## src/rtl/sm4_pkg.sv

```systemverilog
// SM4 shared types, constants and S-box.
// Used by the key schedule and the round datapath.
package sm4_pkg;

  typedef logic [31:0]  word_t;
  typedef logic [127:0] key_t;

  typedef enum logic [1:0] {
    IDLE,
    EXPAND,
    READY,
    STREAM
  } state_e;

  localparam word_t FK [4] = '{
    32'hA3B1BAC6, 32'h56AA3350,
    32'h677D9197, 32'hB27022DC
  };

  localparam logic [7:0] SBOX [256] = '{
    8'hd6, 8'h90, 8'he9, 8'hfe, 8'hcc, 8'he1, 8'h3d, 8'hb7,
    8'h16, 8'hb6, 8'h14, 8'hc2, 8'h28, 8'hfb, 8'h2c, 8'h05,
    8'h2b, 8'h67, 8'h9a, 8'h76, 8'h2a, 8'hbe, 8'h04, 8'hc3,
    8'haa, 8'h44, 8'h13, 8'h26, 8'h49, 8'h86, 8'h06, 8'h99,
    8'h9c, 8'h42, 8'h50, 8'hf4, 8'h91, 8'hef, 8'h98, 8'h7a,
    8'h33, 8'h54, 8'h0b, 8'h43, 8'hed, 8'hcf, 8'hac, 8'h62,
    8'he4, 8'hb3, 8'h1c, 8'ha9, 8'hc9, 8'h08, 8'he8, 8'h95,
    8'h80, 8'hdf, 8'h94, 8'hfa, 8'h75, 8'h8f, 8'h3f, 8'ha6,
    8'h47, 8'h07, 8'ha7, 8'hfc, 8'hf3, 8'h73, 8'h17, 8'hba,
    8'h83, 8'h59, 8'h3c, 8'h19, 8'he6, 8'h85, 8'h4f, 8'ha8,
    8'h68, 8'h6b, 8'h81, 8'hb2, 8'h71, 8'h64, 8'hda, 8'h8b,
    8'hf8, 8'heb, 8'h0f, 8'h4b, 8'h70, 8'h56, 8'h9d, 8'h35,
    8'h1e, 8'h24, 8'h0e, 8'h5e, 8'h63, 8'h58, 8'hd1, 8'ha2,
    8'h25, 8'h22, 8'h7c, 8'h3b, 8'h01, 8'h21, 8'h78, 8'h87,
    8'hd4, 8'h00, 8'h46, 8'h57, 8'h9f, 8'hd3, 8'h27, 8'h52,
    8'h4c, 8'h36, 8'h02, 8'he7, 8'ha0, 8'hc4, 8'hc8, 8'h9e,
    8'hea, 8'hbf, 8'h8a, 8'hd2, 8'h40, 8'hc7, 8'h38, 8'hb5,
    8'ha3, 8'hf7, 8'hf2, 8'hce, 8'hf9, 8'h61, 8'h15, 8'ha1,
    8'he0, 8'hae, 8'h5d, 8'ha4, 8'h9b, 8'h34, 8'h1a, 8'h55,
    8'had, 8'h93, 8'h32, 8'h30, 8'hf5, 8'h8c, 8'hb1, 8'he3,
    8'h1d, 8'hf6, 8'he2, 8'h2e, 8'h82, 8'h66, 8'hca, 8'h60,
    8'hc0, 8'h29, 8'h23, 8'hab, 8'h0d, 8'h53, 8'h4e, 8'h6f,
    8'hd5, 8'hdb, 8'h37, 8'h45, 8'hde, 8'hfd, 8'h8e, 8'h2f,
    8'h03, 8'hff, 8'h6a, 8'h72, 8'h6d, 8'h6c, 8'h5b, 8'h51,
    8'h8d, 8'h1b, 8'haf, 8'h92, 8'hbb, 8'hdd, 8'hbc, 8'h7f,
    8'h11, 8'hd9, 8'h5c, 8'h41, 8'h1f, 8'h10, 8'h5a, 8'hd8,
    8'h0a, 8'hc1, 8'h31, 8'h88, 8'ha5, 8'hcd, 8'h7b, 8'hbd,
    8'h2d, 8'h74, 8'hd0, 8'h12, 8'hb8, 8'he5, 8'hb4, 8'hb0,
    8'h89, 8'h69, 8'h97, 8'h4a, 8'h0c, 8'h96, 8'h77, 8'h7e,
    8'h65, 8'hb9, 8'hf1, 8'h09, 8'hc5, 8'h6e, 8'hc6, 8'h84,
    8'h18, 8'hf0, 8'h7d, 8'hec, 8'h3a, 8'hdc, 8'h4d, 8'h20,
    8'h79, 8'hee, 8'h5f, 8'h3e, 8'hd7, 8'hcb, 8'h39, 8'h48
  };

  // CK byte j of round i is ((4i+j)*7) mod 256; 8-bit wrap does the mod.
  function automatic word_t ck_word(input logic [5:0] i);
    word_t      w;
    logic [7:0] b;
    w = '0;
    for (int j = 0; j < 4; j++) begin
      b = {i, 2'b00} + 8'(j);
      w[31-8*j -: 8] = 8'(b * 8'd7);
    end
    return w;
  endfunction

endpackage

```

## src/rtl/roll_shifter.sv

```systemverilog
// Static left rotate by a fixed amount.
// Pure wiring; shift_p must be 1..width_p-1.
module roll_shifter #(
  parameter int width_p = 32,
  parameter int shift_p = 1
) (
  input  logic [width_p-1:0] i_data,
  output logic [width_p-1:0] o_data
);

  assign o_data = (i_data << shift_p)
                | (i_data >> (width_p - shift_p));

endmodule

```

## src/rtl/sm4_tau.sv

```systemverilog
// SM4 tau: four parallel byte S-box lookups.
// Shared between key schedule and round datapath.
module sm4_tau
  import sm4_pkg::*;
(
  input  word_t i_data,
  output word_t o_data
);

  assign o_data = {
    SBOX[i_data[31:24]],
    SBOX[i_data[23:16]],
    SBOX[i_data[15:8]],
    SBOX[i_data[7:0]]
  };

endmodule

```

## src/rtl/sm4_key_sched.sv

```systemverilog
// Iterative SM4 key expansion, one round per cycle,
// then valid/yumi replay of the schedule in either order.
module sm4_key_sched
  import sm4_pkg::*;
#(
  parameter int rounds_p    = 32,
  parameter int idx_width_p = $clog2(rounds_p)
) (
  input  logic                   clk_i,
  input  logic                   reset_i,
  input  logic                   mk_v_i,
  input  logic [127:0]           mk_i,
  output logic                   mk_ready_o,
  input  logic                   start_v_i,
  input  logic                   decrypt_i,
  output logic                   start_ready_o,
  output logic                   rk_v_o,
  output logic [31:0]            rk_o,
  output logic [idx_width_p-1:0] rk_idx_o,
  input  logic                   rk_yumi_i,
  output logic                   sched_valid_o,
  output logic                   busy_o
);

  localparam logic [idx_width_p-1:0] LastIdx =
    idx_width_p'(rounds_p - 1);
  localparam logic [idx_width_p-1:0] One =
    idx_width_p'(1);

  state_e                 r_state;
  word_t                  r_k [4];
  word_t                  r_rf [rounds_p];
  logic [idx_width_p-1:0] r_ctr;
  logic [idx_width_p-1:0] r_idx;
  logic                   r_dec;
  logic                   r_sched_valid;
  logic                   r_rk_v;
  word_t                  r_rk;

  logic                   w_mk_acc;
  logic                   w_st_acc;
  logic                   w_yumi;
  logic                   w_last;
  logic [idx_width_p-1:0] w_start_idx;
  logic [idx_width_p-1:0] w_next_idx;
  word_t                  w_x;
  word_t                  w_t;
  word_t                  w_r13;
  word_t                  w_r23;
  word_t                  w_rk;

  assign mk_ready_o    = (r_state == IDLE)
                       | (r_state == READY);
  // Master key wins a same-cycle race with start.
  assign start_ready_o = (r_state == READY) & ~mk_v_i;
  assign busy_o        = (r_state == EXPAND)
                       | (r_state == STREAM);
  assign rk_v_o        = r_rk_v;
  assign rk_o          = r_rk;
  assign rk_idx_o      = r_idx;
  assign sched_valid_o = r_sched_valid;

  assign w_mk_acc    = mk_v_i & mk_ready_o;
  assign w_st_acc    = start_v_i & start_ready_o;
  assign w_yumi      = rk_yumi_i & r_rk_v;
  assign w_start_idx = decrypt_i ? LastIdx : '0;
  assign w_next_idx  = r_dec ? r_idx - One : r_idx + One;
  assign w_last      = r_dec ? (r_idx == '0)
                             : (r_idx == LastIdx);

  assign w_x = r_k[1] ^ r_k[2] ^ r_k[3]
             ^ ck_word(6'(r_ctr));

  sm4_tau u_tau (
    .i_data (w_x),
    .o_data (w_t)
  );

  roll_shifter #(.width_p(32), .shift_p(13)) u_rol13 (
    .i_data (w_t),
    .o_data (w_r13)
  );

  roll_shifter #(.width_p(32), .shift_p(23)) u_rol23 (
    .i_data (w_t),
    .o_data (w_r23)
  );

  assign w_rk = r_k[0] ^ w_t ^ w_r13 ^ w_r23;

  always_ff @(posedge clk_i) begin
    if (w_mk_acc) begin
      r_k[0] <= mk_i[127:96] ^ FK[0];
      r_k[1] <= mk_i[95:64]  ^ FK[1];
      r_k[2] <= mk_i[63:32]  ^ FK[2];
      r_k[3] <= mk_i[31:0]   ^ FK[3];
    end else if (r_state == EXPAND) begin
      r_k[0]      <= r_k[1];
      r_k[1]      <= r_k[2];
      r_k[2]      <= r_k[3];
      r_k[3]      <= w_rk;
      r_rf[r_ctr] <= w_rk;
    end
  end

  always_ff @(posedge clk_i) begin
    if (reset_i) begin
      r_state       <= IDLE;
      r_ctr         <= '0;
      r_idx         <= '0;
      r_dec         <= 1'b0;
      r_sched_valid <= 1'b0;
      r_rk_v        <= 1'b0;
      r_rk          <= '0;
    end else begin
      unique case (r_state)
        IDLE: begin
          if (w_mk_acc) begin
            r_state <= EXPAND;
            r_ctr   <= '0;
          end
        end
        EXPAND: begin
          r_ctr <= r_ctr + One;
          if (r_ctr == LastIdx) begin
            r_state       <= READY;
            r_sched_valid <= 1'b1;
          end
        end
        READY: begin
          if (w_mk_acc) begin
            r_state       <= EXPAND;
            r_ctr         <= '0;
            r_sched_valid <= 1'b0;
          end else if (w_st_acc) begin
            r_state <= STREAM;
            r_dec   <= decrypt_i;
            r_idx   <= w_start_idx;
            r_rk    <= r_rf[w_start_idx];
            r_rk_v  <= 1'b1;
          end
        end
        STREAM: begin
          if (w_yumi) begin
            if (w_last) begin
              r_state <= READY;
              r_rk_v  <= 1'b0;
            end else begin
              r_idx <= w_next_idx;
              r_rk  <= r_rf[w_next_idx];
            end
          end
        end
        default: r_state <= IDLE;
      endcase
    end
  end

  a_yumi_needs_valid: assert property (
    @(posedge clk_i) disable iff (reset_i)
    rk_yumi_i |-> rk_v_o
  );

endmodule

```

## config.mk

```make
export PLATFORM = sky130hd
export DESIGN_NAME = sm4_key_sched
export DESIGN_NICKNAME = d
export VERILOG_FILES = /design/src/rtl/sm4_pkg.sv /design/src/rtl/roll_shifter.sv /design/src/rtl/sm4_tau.sv /design/src/rtl/sm4_key_sched.sv
export SDC_FILE = /design/constraint.sdc
export NUM_CORES = 2
export LEC_CHECK = 0
export BUFFER_PORTS_ARGS = -buffer_cell sky130_fd_sc_hd__buf_2
export CAP_MARGIN = 30
export CORE_AREA = 2 2 334 336
export DETAILED_ROUTE_END_ITERATION = 16
export DIE_AREA = 0 0 336 338
export GPL_TIMING_DRIVEN = 1
export PLACE_DENSITY = 0.85
export SLEW_MARGIN = 20
export SYNTH_ARGS = -nofsm -noshare
export SYNTH_HDL_FRONTEND = slang
export SYNTH_SLANG_ARGS = --single-unit
```

## constraint.sdc

```tcl
create_clock -name clk_i -period 4.8 [get_ports clk_i]
set_input_delay 0.24 -clock clk_i [delete_from_list [all_inputs] [get_ports clk_i]]
set_output_delay 0.24 -clock clk_i [all_outputs]
set_load 0.1 [all_outputs]
```

==> results.md <==
* Sum Neg Setup Slack at -51.8 ps
* Worst skew pair latency at 770 ps
* Share of cells above drive strength 1 at 0.271
* CTS tree: built
* Final Core Density at 0.693
* Area Growth Syn to Fin at 22.9%
* Most frequent CP cell: buf_4
* Slowest cell on the critical path: fa_1
* Initial Util at 0.564
* Post-layout worst setup margin at -51.8 ps
* # rows at 122
* GRT Util Overall at 0.481
* Sequential fraction of the synthesis area at 0.572
* Clock-pin transition on the worst setup and hold timing paths at ~60 ps
* Max-slew violation count at 0
* Yosys top cell by area: edfxtp_1
* Area of placed instances at 70,500 µm²
* Critical Path AT at around 5300 ps
* Cell Area, Synth at 62,100 µm²
* Vias in the first global route at 53,466
* Detailed-router iteration count before antenna repair at 11
* Actual slew at the worst max-slew pin at about 1100 ps
* Yosys reg bits at 1,199
* Setup CP Type: flip-flop to flip-flop
* Die area at around 110,000 µm²
* Final hold viol count at 0
* Max Root-Sink Buffers at 3
* Final Hold Slack at 36.2 ps
* Clk sinks at 1,199
* Final clock skew at 98.7 ps
* Failing checks: negative setup slack
* First-pass GRT wire length at 387 mm
* Die Width at 336 µm
* Port buffer count at 175
* Post-Synth Simple-Gate Area at 0.0975
* CP Buf/Inv Count at 4
* CP startpoint kind: flip-flop
* HPWL Detailed at 171 mm
* Status: complete, but fails checks
* Core area at approximately 110,000 µm²
* Initial antenna violation count at 6
* Via count at about 55,000
* Largest family of logic cells by synthesized area: compound AO/OA/AOI/OAI gates
* Netlist cell types at 105
* Largest net degree at the start of global routing at between 100 and 150
* Compound-Gate Fraction of Synth Area at 0.140
* Data required time at the worst endpoint at 5220 ps
* RSZ-0062 raised after global routing: true
* XOR/XNOR Fraction of Synth Area at 0.0367
* Slowest Stage Delay on Critical Path at 480 ps
* Max-cap violations at 0
* DRT Wirelength at 277 mm
* Min cycle time layout at 4850 ps
* Post-DRT Antenna Nets at 0
* H-tree depth at 3
* DRC violation total after the first TritonRoute iteration at 9,958
* Post-Synthesis Cells at 4,965
* Post-synth top area share at 0.557
* Worst setup EP type: flip-flop
* Nets at 5,902
* Total grt overflow at 0
* Max Freq at between 200 and 250 MHz
* Placer congestion estimate at slightly above 1
* CP cell instances: fa_1, buf_4, ha_1, a21o_1, a21oi_2, xor2_1, buf_12, nor2_1, and4_1, a311oi_1, buf_4, a32oi_2, buf_4, xnor3_2, nor2_1, a21oi_2
* Wire per inst at 37.9 µm
* Die Y at 338 µm
* Hold Path Class: primary input to flip-flop
* CTS root buffer: clkbuf_16
* Setup-violating endpoint count in the final report at 1
* Ports at 176
* TritonCTS Buffers at 116
* Syn Area/Cell at around 13 µm²
* Primary FF master, synth: edfxtp_1
* Post-synth EDFFs at 1,152
* Top post-synthesis cells by area: edfxtp_1 (56%), mux4_2 (9.5%), nand2_1 (4.1%)
* CP max FO at 19
* DRC at 0
* Crit share post-route at 1.01
* Max-slew headroom at 0.264
* Vias/cell at ~7.5
* Syn_nets at 5,162
* Crit path max-delay family: compound AO/OA/AOI/OAI gates
* Portion of netlist area occupied by mux cells at 0.108
* Ys async rst share at 0
* Design area at 76,300 µm²
* Adder-cell share of the synthesized area at 0.0137
* Ys Warns at 0
worst reg2reg max path, delay by kind of cell (launching register included):
| family | cells | cell delay, ps |
|---|---|---|
| flops | 1 | 420 |
| buf+inv | 4 | 800 |
| simple gates | 3 | 840 |
| fa+ha+maj | 2 | 870 |
| compound gates | 5 | 1050 |
| xor+xnor | 2 | 580 |
cell families after synthesis:
family / count (synthesis)
AO/OA/AOI/OAI: 1270
flip-flops: 1199
XOR/XNOR: 211
AND/OR/NAND/NOR: 1423
buffers and inverters: 463
multiplexers: 336
adder cells (fa/ha/maj): 63
flip-flops by register name, summed over array words and instances (netlist names):
signal	flops
rk_o	32
r_ctr	5
rk_v_o	1
r_dec	1
sched_valid_o	1
r_state	2
r_rf	1024
rk_idx_o	5
r_k	128
layout make-up:
class / count / area, µm²
Tap cell: 1488 / 1860
Sequential cell: 1199 / 35500
Timing Repair Buffer: 1050 / 8960
Antenna cell: 6 / 15.0
Clock inverter: 61 / 717
Multi-Input combinational cell: 3303 / 25800
Clock buffer: 158 / 3240
Inverter: 35 / 136
Fill cell: 7139 / 33800
metrics by stage:
step           cells  worst slack [ps]
6_report        7300             -51.8
5_1_grt         7296             -10.3
4_1_cts         7283              17.8
3_5_place_dp    6935              -348
3_3_place_gp    6935              -250
2_1_floorplan   4965              5.06
Yosys cell counts, drive strengths merged (12+ instances only):
| cell | n |
|---|---|
| o22ai | 35 |
| ha | 55 |
| nand4 | 17 |
| clkbuf | 267 |
| o41ai | 14 |
| xor2 | 67 |
| nor3 | 87 |
| a21o | 17 |
| o221ai | 34 |
| a2111oi | 20 |
| mux4 | 262 |
| a31oi | 69 |
| a311oi | 109 |
| edfxtp | 1152 |
| buf | 161 |
| a221oi | 41 |
| a21oi | 333 |
| o311ai | 48 |
| a22oi | 14 |
| nor2 | 366 |
| a211o | 18 |
| mux2 | 20 |
| inv | 28 |
| nand2b | 12 |
| a211oi | 87 |
| a32oi | 16 |
| o31ai | 16 |
| nand2 | 690 |
| o211ai | 55 |
| o21a | 15 |
| o21ai | 216 |
| o2111ai | 18 |
| nand3 | 151 |
| mux2i | 54 |
| dfxtp | 47 |
| and3 | 45 |
| o32ai | 19 |
| xnor2 | 124 |
layer usage:
layer | global-route usage | part of all wire | wire length (µm) | up-vias
li1 | - | - | - | 20949
met1 | 0.586 | 0.32 | 89000 | 25990
met2 | 0.730 | 0.44 | 121000 | 5985
met3 | 0.144 | 0.14 | 40100 | 1720
met4 | 0.354 | 0.096 | 26700 | 8
met5 | 0.00128 | 0.00019 | 54 | -
timing repair:
item | 4_1_cts | 5_1_grt
hold buffers | 128 | 0
pin swaps | 2 | 11
gates resized for setup | 30 | 53
gates cloned | 0 | 0
setup buffers | 1 | 7
endpoints found under the hold margin | 129 | 0
endpoints found under the setup margin | 577 | 672
final timing paths:
check	from	endpoint	slack, ps	depth (start not counted)
worst min register to register	rk_o[30]	rk_o[30]	500	2
worst max register to register	r_ctr[1]	r_k[3][25]	-50	16
worst min-delay path	mk_i[4]	r_k[3][4]	40	3
worst max-delay path	r_ctr[1]	r_k[3][25]	-50	16
layout by cell type (no fill, tap or decap), types with 20 or more instances in the layout:
master	n
a211oi_1	83
a21oi_1	327
a221oi_1	38
a311oi_1	109
a31oi_1	69
and3_1	45
buf_12	90
buf_2	176
buf_4	646
clkbuf_1	25
clkbuf_16	117
clkinv_1	24
dfxtp_1	44
dlygate4sd3_1	128
edfxtp_1	1152
ha_1	52
inv_1	25
mux2_2	20
mux2i_1	52
mux4_2	261
nand2_1	682
nand3_1	151
nor2_1	324
nor2_4	33
nor3_1	84
o211ai_1	55
o21ai_0	206
o221ai_1	34
o22ai_1	33
o311ai_0	39
xnor2_1	62
xnor2_2	43
xor2_1	48
Power is not shown: default switching activity piles up to over one toggle a cycle in this logic, so the estimate is an artifact.
